==> src/rtl/xeta_decrypt.sv <==
// XETA block decryptor: one half-round per cycle, start/busy/valid handshake.
// Recovers the {v0, v1} block produced by the matching xeta_1 encryptor.
module xeta_decrypt #(
  parameter int            w      = 16,
  parameter int            ROUNDS = 32,
  parameter logic [w-1:0]  DELTA  = 16'h9E37
) (
  input  logic             clock,
  input  logic             reset1,
  input  logic [w-1:0]     K_i,
  input  logic [1:0]       key_addr,
  input  logic             write_Ki,
  input  logic [2*w-1:0]   C_in,
  input  logic             start,
  output logic             busy,
  output logic             P_valid,
  output logic [2*w-1:0]   P
);

  localparam logic [w-1:0] SUM_INIT = w'(DELTA * w'(ROUNDS));
  localparam logic [7:0]   RND_LAST = 8'(ROUNDS - 1);

  typedef enum logic [1:0] {IDLE, HALF1, HALF0, DONE} state_t;

  state_t         state_q, state_d;
  logic [w-1:0]   v0_q, v0_d;
  logic [w-1:0]   v1_q, v1_d;
  logic [w-1:0]   sum_q, sum_d;
  logic [7:0]     rnd_q, rnd_d;
  logic [2*w-1:0] p_q, p_d;
  logic [w-1:0]   key_q [4];
  logic [w-1:0]   key_d [4];

  function automatic logic [w-1:0] f(input logic [w-1:0] x);
    return ((x << 4) ^ (x >> 5)) + x;
  endfunction

  always_comb begin
    state_d = state_q;
    v0_d    = v0_q;
    v1_d    = v1_q;
    sum_d   = sum_q;
    rnd_d   = rnd_q;
    p_d     = p_q;
    for (int unsigned i = 0; i < 4; i++) key_d[i] = key_q[i];

    case (state_q)
      IDLE: begin
        if (write_Ki) key_d[key_addr] = K_i;
        if (start) begin
          v0_d    = C_in[2*w-1:w];
          v1_d    = C_in[w-1:0];
          sum_d   = SUM_INIT;
          rnd_d   = '0;
          state_d = HALF1;
        end
      end
      HALF1: begin
        v1_d    = v1_q - (f(v0_q) ^ (sum_q + key_q[sum_q[w-1:w-2]]));
        sum_d   = sum_q - DELTA;
        state_d = HALF0;
      end
      HALF0: begin
        v0_d = v0_q - (f(v1_q) ^ (sum_q + key_q[sum_q[1:0]]));
        if (rnd_q == RND_LAST) begin
          // P is captured on entry to DONE so it is already valid while P_valid is high.
          p_d     = {v0_d, v1_q};
          state_d = DONE;
        end else begin
          rnd_d   = rnd_q + 8'd1;
          state_d = HALF1;
        end
      end
      DONE:    state_d = IDLE;
      default: state_d = IDLE;
    endcase
  end

  always_ff @(posedge clock or posedge reset1) begin
    if (reset1) begin
      state_q <= IDLE;
      v0_q    <= '0;
      v1_q    <= '0;
      sum_q   <= '0;
      rnd_q   <= '0;
      p_q     <= '0;
      for (int unsigned i = 0; i < 4; i++) key_q[i] <= '0;
    end else begin
      state_q <= state_d;
      v0_q    <= v0_d;
      v1_q    <= v1_d;
      sum_q   <= sum_d;
      rnd_q   <= rnd_d;
      p_q     <= p_d;
      for (int unsigned i = 0; i < 4; i++) key_q[i] <= key_d[i];
    end
  end

  assign busy    = (state_q != IDLE);
  assign P_valid = (state_q == DONE);
  assign P       = p_q;

endmodule

==> config.mk <==
export PLATFORM = sky130hd
export DESIGN_NAME = xeta_decrypt
export DESIGN_NICKNAME = d
export VERILOG_FILES = /design/src/rtl/xeta_decrypt.sv
export SDC_FILE = /design/constraint.sdc
export NUM_CORES = 1
export LEC_CHECK = 0
export CAP_MARGIN = 40
export CORE_MARGIN = 3
export CORE_UTILIZATION = 35
export CTS_CLUSTER_DIAMETER = 30
export DETAILED_ROUTE_END_ITERATION = 12
export PLACE_DENSITY_LB_ADDON = 0.05
export SETUP_SLACK_MARGIN = 0.4
export SLEW_MARGIN = 10
export SYNTH_ARGS = -nofsm -noshare
export SYNTH_HDL_FRONTEND = slang
export SYNTH_SLANG_ARGS = --single-unit
==> constraint.sdc <==
create_clock -name clock -period 5.2 [get_ports clock]
set_clock_uncertainty 0.2 [all_clocks]
set_input_delay 1.04 -clock clock [delete_from_list [all_inputs] [get_ports clock]]
set_output_delay 1.04 -clock clock [all_outputs]
set_load 0.05 [all_outputs]
# Word level (Yosys, flattened, before mapping)
# Index checks and enable logic that the tools add are counted.
[word_totals]
romBits = 0
register_bits = 154
mem_count = 0
inputBits = 54
output_inout_bits = 34
latch_bits = 0
elab_cells = 66
ram_bits = 0
[classes]
n_mul = 0
div = 0
mux = 21
n_lt_le_gt_ge = 4
bitwise = 7
n_addsub = 8
shift = 0
reduce_logical = 10
eq_ne = 6
[ops]
columns = ["operator", "n"]
rows = [
  ["two-way mux 16 bit", 8],
  ["one-hot mux 16 bit (2 select lines)", 3],
  ["adder 16 bit", 4],
  ["binary-select mux 16 bit (select 2 bit)", 2],
  ["bitwise mux 64 bit", 1],
  ["demux 16 bit (select 2 bit)", 1],
  ["subtractor 16 bit", 2],
  ["XOR 16 x 11 -> 16 bit", 2],
  ["XOR 16 bit", 2],
  ["two-way mux 8 bit", 2],
  ["one-hot mux 8 bit (2 select lines)", 1],
  ["subtractor 16 bit, second input constant", 1],
  ["greater-or-equal comparator 3 bit, second input constant", 3],
  ["NOT 2 -> 3 bit", 3],
  ["adder 8 x 1 -> 8 bit, second input constant", 1],
  ["equality test 8 x 5 -> 1 bit, second input constant", 1],
  ["one-hot mux 2 bit (4 select lines)", 1],
  ["AND reduction 2 bit", 4],
  ["nonzero test 2 bit", 3],
  ["equality test 2 bit, second input constant", 2],
  ["two-way mux 2 bit", 2],
  ["!= test 2 bit, second input constant", 2],
  ["less-than comparator 3 x 1 -> 1 bit, second input constant", 1],
  ["AND reduction 3 bit", 1],
  ["3 further kinds", 3],
]

# Longest topological paths before layout
# Gate-level depths: netlist of the first run.
[logic_depth]
depth_word = 8
ltp_mapped = 21
ltp_nobuf = 20

# Worst setup path before layout of the first run
# OpenSTA, ideal clock, no wires.
[synth_timing]
path_type = "reg2reg"
from = "register sum_q[14]"
to = "register v1_q[15]"
t_arrival_ps = 4646
stages_incl_launch_ff = 21
t_required_ps = 4866
synth_period_minus_slack_ps = 4980
setup_ps = 134
path_slack_ps = 220
n_path_buf = 2
cell_sequence = "dfrtp_1 -> buf_2 -> buf_1 -> mux4_2 -> ha_1 -> a21o_1 -> a21o_1 -> a21oi_1 -> o31ai_1 -> xnor2_1 -> xnor2_1 -> ha_1 -> a21o_1 -> a21oi_1 -> o21ai_0 -> a311oi_1 -> nor2_1 -> nor3_1 -> xnor2_1 -> xnor2_1 -> a21oi_1"
[synth_via]
elab_chain_cells = 8
[synth_lines]
columns = ["item", "line", "rtl"]
rows = [
  ["from (decl)", "28", "logic [w-1:0] sum_q, sum_d;"],
  ["from (signal assigned)", "92", "sum_q <= sum_d;"],
  ["NOT 2 -> 3 bit (not written as such)", "59", "v1_d = v1_q - (f(v0_q) ^ (sum_q + key_q[sum_q[w-1:w-2]]));"],
  ["binary-select mux 16 bit (select 2 bit)", "59", ""],
  ["two-way mux 16 bit (not written as such) (2 in a row)", "59", ""],
  ["adder 16 bit *", "59", ""],
  ["XOR 16 bit *", "59", ""],
  ["subtractor 16 bit *", "59", ""],
  ["one-hot mux 16 bit (2 select lines) *", "47", "case (state_q)"],
  ["to (signal assigned)", "91", "v1_q <= v1_d;"],
  ["to (decl)", "27", "logic [w-1:0] v1_q, v1_d;"],
]
# Mark *: on every way between the ends. The rest lies on a longest branch, timed or not. The select of a mux whose other input is x is not followed.
# A chain may end at the register's enable or synchronous reset.

# Final worst setup path of the first run
[layout_timing]
from = "register sum_q[0]"
to = "register v0_q[12]"
[layout_via]
elab_chain_cells = 8
[layout_lines]
columns = ["item", "line", "rtl"]
rows = [
  ["NOT 2 -> 3 bit (not written as such)", "64", "v0_d = v0_q - (f(v1_q) ^ (sum_q + key_q[sum_q[1:0]]));"],
  ["binary-select mux 16 bit (select 2 bit)", "64", ""],
  ["two-way mux 16 bit (not written as such) (2 in a row)", "64", ""],
  ["adder 16 bit *", "64", ""],
  ["XOR 16 bit *", "64", ""],
  ["subtractor 16 bit *", "64", ""],
  ["one-hot mux 16 bit (2 select lines) *", "47", ""],
  ["to (signal assigned)", "90", "v0_q <= v0_d;"],
  ["to (decl)", "26", "logic [w-1:0] v0_q, v0_d;"],
]
# Marks and branches as above.

==> summary.txt, run 1 <==
Run status
  – Status: complete, no violations

Setup path
  – Critical Path AT: 4.97 ns
  – Critical path endpoint category: register
  – End point of the critical path: v0_q[12]
  – R2r endpoint: v0_q[12]
  – R2R depth: 20
  – Critical Path Start: sum_q[0]
  – RR Startpoint: sum_q[0]
  – Slowest stage cell, crit path: mux4_2
  – Stages on the worst setup path: 20
  – Family with the most delay on the worst path: compound AO/OA/AOI/OAI gates
  – Startpoint types: register
  – Worst path bufs/invs: 2
  – CP required: between 5 and 6 ns
  – Critical path type: reg2reg
  – Worst R2R Setup Slack: around 0.36 ns
  – CP max stage delay: about 0.52 ns
  – Crit path cell chain: buf_6 > mux4_2 > buf_4 > ha_4 > a211oi_2 > o21bai_2 > nand2_1 > nand2_1 > a21o_1 > a21oi_2 > xnor2_2 > xnor2_1 > ha_1 > a21o_1 > a221o_1 > a2111oi_4 > or3_4 > xor2_2 > a21oi_2 > o22a_1
  – CP max FO: 5

GRT
  – First-pass GRT wire length: just over 50000 um
  – Number of global-route vias before repair: around 8800
  – Largest net degree at the start of global routing: ~160
  – Initial antenna violation count: 0
  – GRT Total Usage: between 10% and 20%
  – Grt total ovfl: 0

Detailed routing
  – WL/cell: 20.0 um
  – Drt drc: 0
  – Total number of vias: 8854
  – Antenna-violating nets left: 0
  – WL final: between 30000 and 40000 um
  – DR iter-0 viols: between 400 and 500
  – Drt pass-1 iters: 5
  – Post-DR vias/cell: roughly 5.4

Die
  – Core Rows: 64
  – Ports: just under 90
  – Die Wd: 185 um
  – Die height: around 190 um
  – Initial core utilization: roughly 36%
  – Die area: around 34000 um2
  – Core area: 31100 um2

Clock tree
  – Clk root buf: clkbuf_16
  – CTS sink cnt: around 150
  – Hold bufs inserted after CTS: 0
  – CTS tree: done
  – Worst skew pair latency: ~0.45 ns
  – CTS clk-pin slew, worst paths: ~0.070 ns
  – Total CTS buffers: 17
  – H-tree depth: 4
  – Clock buffer depth: 2

Place
  – Final Wtd Congestion: about 0.89
  – Hpwl dp: between 20000 and 30000 um
  – # port buffers: 87

Synthesis
  – Register area share after synthesis: approximately 34%
  – Mapped Area: around 11000 um2
  – Yosys top cell area share: 34.3%
  – Syn Nets: about 1300
  – Yosys cell types: 65
  – Most area-consuming cells after synthesis: dfrtp_1 (34%), ha_1 (10%), mux2_2 (8.0%)
  – Cell count after synthesis: 1109
  – YS warnings: 0
  – Commonest register cell after synthesis: dfrtp_1
  – Post-synth EDFFs: 0
  – #FFs+latches synth: around 150
  – Post-synth ARST share: between 90% and 100%
  – Syn avg cell area: between 10 and 15 um2
  – Cell taking the most area after synthesis: dfrtp_1

Final layout
  – Nets: 1390
  – Filler cells: around 3000
  – Area growth, synth to finish: 23.4%
  – Commonest non-fill, non-tap cells in the layout: dfrtp_1 (152), nand2_1 (98), clkdlybuf4s50_1 (87), ha_1 (86), xnor2_1 (85)
  – Share of cells above drive strength 1: roughly a fifth
  – Most common cell after layout, fill and taps aside: dfrtp_1
  – Ant diodes: 0

Timing
  – Fmax: just over 200 MHz
  – Slew Viols, Final: 0
  – Final hold violations: 0
  – Relative slew slack: roughly 34%
  – Fin crit share: between 90 and 100%
  – Tightest Pin Transition: roughly 0.98 ns
  – RSZ-0062 raised after global routing: yes
  – Post-route minimum period: 4.84 ns
  – Total negative setup slack: 0 ns
  – Final setup vio count: 0

Flow run
  – MaxCap Viol Count: 0

Worst hold path
  – Worst hold path type: reg2reg
==> worst register-to-register path: cells and delay by family, from the launching register on <==
kind            cells  cell delay (ns)
compound gates      9             1.92
mux                 1             0.53
fa+ha+maj           2             0.52
xor+xnor            3             0.48
flops               1             0.42
simple gates        3             0.37
buf+inv             2             0.30
==> worst min-delay path by stage <==
stage / from / to / slack (ns) / depth (start not counted)
CTS: P[19] / P[19] / 0.29 / 2
floorplan: rnd_q[1] / rnd_q[1] / 0.25 / 2
global placement: P[19] / P[19] / 0.26 / 2
detailed placement: P[19] / P[19] / 0.27 / 2
global route: P[29] / P[29] / 0.30 / 2
finish: P[19] / P[19] / 0.28 / 2
==> Yosys cell counts (all sizes together) (32+ instances only) <==
master	count
dfrtp	154
nand2	98
ha	92
xnor2	92
mux2	80
a21oi	76
o21ai	69
nor2	68
xor2	46
a21o	38
inv	36
mux4	32
==> flip-flops by register name, summed over array words and instances, names as in the netlist <==
register	cells
key_q	64
P	32
sum_q	16
v0_q	16
v1_q	16
rnd_q	8
state_q	2
==> repair_timing <==
item | 4_1_cts | 5_1_grt
setup endpoints to repair | 10 | 11
gates cloned | 0 | 0
resized for setup | 30 | 35
setup buffers | 11 | 13
pin swaps | 23 | 49
==> area by class of cell <==
class	count	area (um2)	area share, %
multi-input cells	885	7410	53.5
flip-flops and latches	154	3860	27.8
repair buffers	144	1370	9.88
well taps	396	495	3.58
clock buffers	17	425	3.07
clock inverters	15	153	1.10
inverters	36	139	1.00
==> kinds of logic after synthesis <==
group	after synthesis	share of synthesized area, %
AO/OA/AOI/OAI	268	15.2
AND/OR/NAND/NOR	267	11.0
flip-flops	154	34.3
XOR/XNOR	138	10.9
multiplexers	114	14.8
adder cells (fa/ha/maj)	98	11.3
buffers and inverters	70	2.44
==> routing by layer <==
layer  routed length [um]  GRT usage (%)  vias up
met3                 1050           2.81       24
li1                     -              -     4305
met2                15100           31.2      175
met5                    0              0        -
met4                  409           4.41        0
met1                16400           28.0     4350
==> stage by stage <==
step           instances  util [%]  hold WS [ns]  setup slack [ns]  instance area, um2
6_report            1647      44.6         0.277             0.359               13800
5_1_grt             1647      44.6         0.297             0.161               13800
4_1_cts             1634      43.6         0.285             0.403               13600
3_5_place_dp        1591      41.1         0.269             0.170               12800
3_3_place_gp        1588      41.0         0.261             0.212               12700
2_1_floorplan       1109         -         0.255             0.401               11200
Power of run 1 is left out: the tool's default activity adds up to more than one toggle a clock period on the data nets, which glitch-free logic cannot reach.
==> run 2: changes to the inputs <==
HOLD_SLACK_MARGIN = 0.08   (was unset)
==> results of run 2 <==
Final layout, timing and power as in run 1 (identical DEF).
Power of run 2 is left out for the same reason.
==> run 3: changes to the inputs <==
--- a/constraint.sdc
+++ b/constraint.sdc
@@ -4,2 +4,2 @@
 set_output_delay 1.04 -clock clock [all_outputs]
-set_load 0.05 [all_outputs]
+set_load 0.005 [all_outputs]
==> summary.txt, run 3 (synthesis gave the netlist of run 1 again) <==
Final layout
  – Area growth, synth to finish: 24.0% (was 23.4%)
  – Max reg flops: 64 (unchanged)
  – Commonest non-fill, non-tap cells in the layout: dfrtp_1 (153), nand2_1 (98), xnor2_1 (87), clkdlybuf4s50_1 (87), ha_1 (82) (was dfrtp_1 (152), nand2_1 (98), clkdlybuf4s50_1 (87), ha_1 (86), xnor2_1 (85))
  – Area of the multi-input gates: 7470 um2 (was 7410 um2)
  – Nets: 1387 (was 1390)
  – Final Util: 44.8% (was 44.6%)
  – Sequential cell area: 3850 um2 (was 3860 um2)
  – Share of cells above drive strength 1: 20.5% (was 20.3%)
  – Largest Register: key_q (unchanged)
  – Most common cell after layout, fill and taps aside: dfrtp_1 (unchanged)
  – Filler cells: 2964 (was 3009)

Clock tree
  – Clock buffer depth: 2 (unchanged)
  – CTS clk-pin slew, worst paths: 0.07 ns (about the same)
  – CTS tree: done (unchanged)
  – Total CTS buffers: 17 (unchanged)
  – Worst skew pair latency: 0.44 ns (was 0.45 ns)
  – H-tree depth: 4 (unchanged)
  – Clk root buf: clkbuf_16 (unchanged)
  – CTS sink cnt: 154 (unchanged)

Die
  – Die Wd: 185 um (unchanged)
  – Initial core utilization: 36.1% (unchanged)
  – Die height: 185 um (unchanged)
  – Core Rows: 64 (unchanged)
  – Die area: 34300 um2 (unchanged)
  – Core area: 31100 um2 (unchanged)
  – Ports: 88 (unchanged)

GRT
  – Grt total ovfl: 0 (unchanged)
  – Number of global-route vias before repair: 8721 (was 8753)
  – GRT Total Usage: 19.6% (was 19.4%)
  – First-pass GRT wire length: 51300 um (was 50800 um)
  – Largest net degree at the start of global routing: 155 (unchanged)
  – Initial antenna violation count: 0 (unchanged)

Detailed routing
  – DR iter-0 viols: 526 (was 449)
  – Drt drc: 0 (unchanged)
  – Drt pass-1 iters: 5 (unchanged)
  – WL final: 32900 um (about the same)
  – Post-DR vias/cell: 5.31 (was 5.38)
  – Total number of vias: 8746 (was 8854)
  – WL/cell: 20.0 um (about the same)
  – Antenna-violating nets left: 0 (unchanged)

Place
  – Final Wtd Congestion: 0.879 (was 0.891)
  – # port buffers: 87 (unchanged)
  – Hpwl dp: 25500 um (was 25300 um)

Timing
  – Post-route minimum period: 4.77 ns (was 4.84 ns)
  – Fmax: 210 MHz (was 207 MHz)
  – Slew Viols, Final: 0 (unchanged)
  – Total negative setup slack: 0 ns (unchanged)
  – Final setup vio count: 0 (unchanged)
  – RSZ-0062 raised after global routing: yes (unchanged)
  – Final hold violations: 0 (unchanged)
  – Fin crit share: 91.7% (was 93.1%)
  – Tightest Pin Transition: 0.861 ns (was 0.983 ns)
  – Relative slew slack: 42.6% (was 34.5%)

Setup path
  – Startpoint types: register (unchanged)
  – R2R depth: 20 (unchanged)
  – CP required: 5.32 ns (was 5.33 ns)
  – Critical path endpoint category: register (unchanged)
  – CP max FO: 3 (was 5)
  – Worst R2R Setup Slack: 0.43 ns (was 0.36 ns)
  – Critical Path AT: 4.88 ns (was 4.97 ns)
  – Critical path type: reg2reg (unchanged)
  – R2r endpoint: v1_q[15] (was v0_q[12])
  – RR Startpoint: sum_q[14] (was sum_q[0])

Worst hold path
  – Worst hold path type: reg2reg (unchanged)
  – Hold Startpoint: P[19] (unchanged)
  – Hold endpoint: P[19] (unchanged)
  – Worst hold path depth: 2 (unchanged)

Flow run
  – MaxCap Viol Count: 0 (unchanged)

Run status
  – Status: complete, no violations (unchanged)
## run 3: cell count changes in the layout (fill, tap and decap cells not counted), sizes merged
cell	previous run	this run
diode	0	2
inv	45	37
buf	57	54
bufinv	1	3
clkinvlp	2	6
clkbuf	17	19
## run 3: stage by stage
step / worst slack (ns) / hold WS (ns) / std cells / instance area [um2]
final: 0.433 / 0.277 / 1646 / 13900
after global routing: 0.201 / 0.295 / 1644 / 13900
after CTS: 0.399 / 0.285 / 1633 / 13600
after detailed placement: 0.106 / 0.271 / 1590 / 12800
after global placement: 0.233 / 0.260 / 1587 / 12700
after floorplan: 0.401 / 0.255 / 1109 / 11200
## run 3: what timing repair did
item | CTS | global route
pin swaps | 19 | 59
hold buffers | 0 | 0
gates resized for setup | 28 | 50
setup buffers | 11 | 11
setup endpoints to repair | 11 | 14
cloned | 0 | 0
## run 3: metal layers
metal,GRT usage [%],wire length (um),vias to the layer above
li1,-,-,4291
met1,28.5,16400,4286
met2,31.4,15000,150
met3,2.67,1060,19
met4,4.35,434,0
met5,0,0,-
## run 3: critical path: stages (launching register included)
cell	delay (ns)
dfrtp_1	0.40
mux4_2	0.56
ha_4	0.19
fa_2	0.33
a21o_1	0.16
a21o_1	0.17
a21o_1	0.20
a21oi_4	0.22
buf_6	0.14
xor2_4	0.16
xnor2_2	0.16
ha_1	0.30
a21o_1	0.18
a21o_1	0.17
a21o_1	0.17
a311oi_2	0.23
o2111a_1	0.26
nor3_2	0.06
xnor2_1	0.17
xnor2_1	0.13
a21oi_1	0.08
## run 3: layout make-up
type,instances,area share (%)
Inverter,36,0.998
Sequential cell,154,27.7
Timing Repair Buffer,141,9.70
Tap cell,396,3.56
Antenna cell,2,0.0360
Clock buffer,19,3.18
Clock inverter,13,1.20
Multi-Input combinational cell,885,53.6
## run 3: how the worst max path moves through the flow
stage | from | end | slack [ns] | cells past startpoint
6_report | sum_q[14] | v1_q[15] | 0.43 | 20
5_1_grt | sum_q[14] | v1_q[15] | 0.20 | 21
2_1_floorplan | sum_q[0] | v0_q[12] | 0.40 | 17
3_5_place_dp | sum_q[0] | v0_q[15] | 0.11 | 19
4_1_cts | sum_q[0] | v0_q[15] | 0.40 | 19
3_3_place_gp | sum_q[14] | v1_q[15] | 0.23 | 20
Power of run 3 is left out for the same reason.
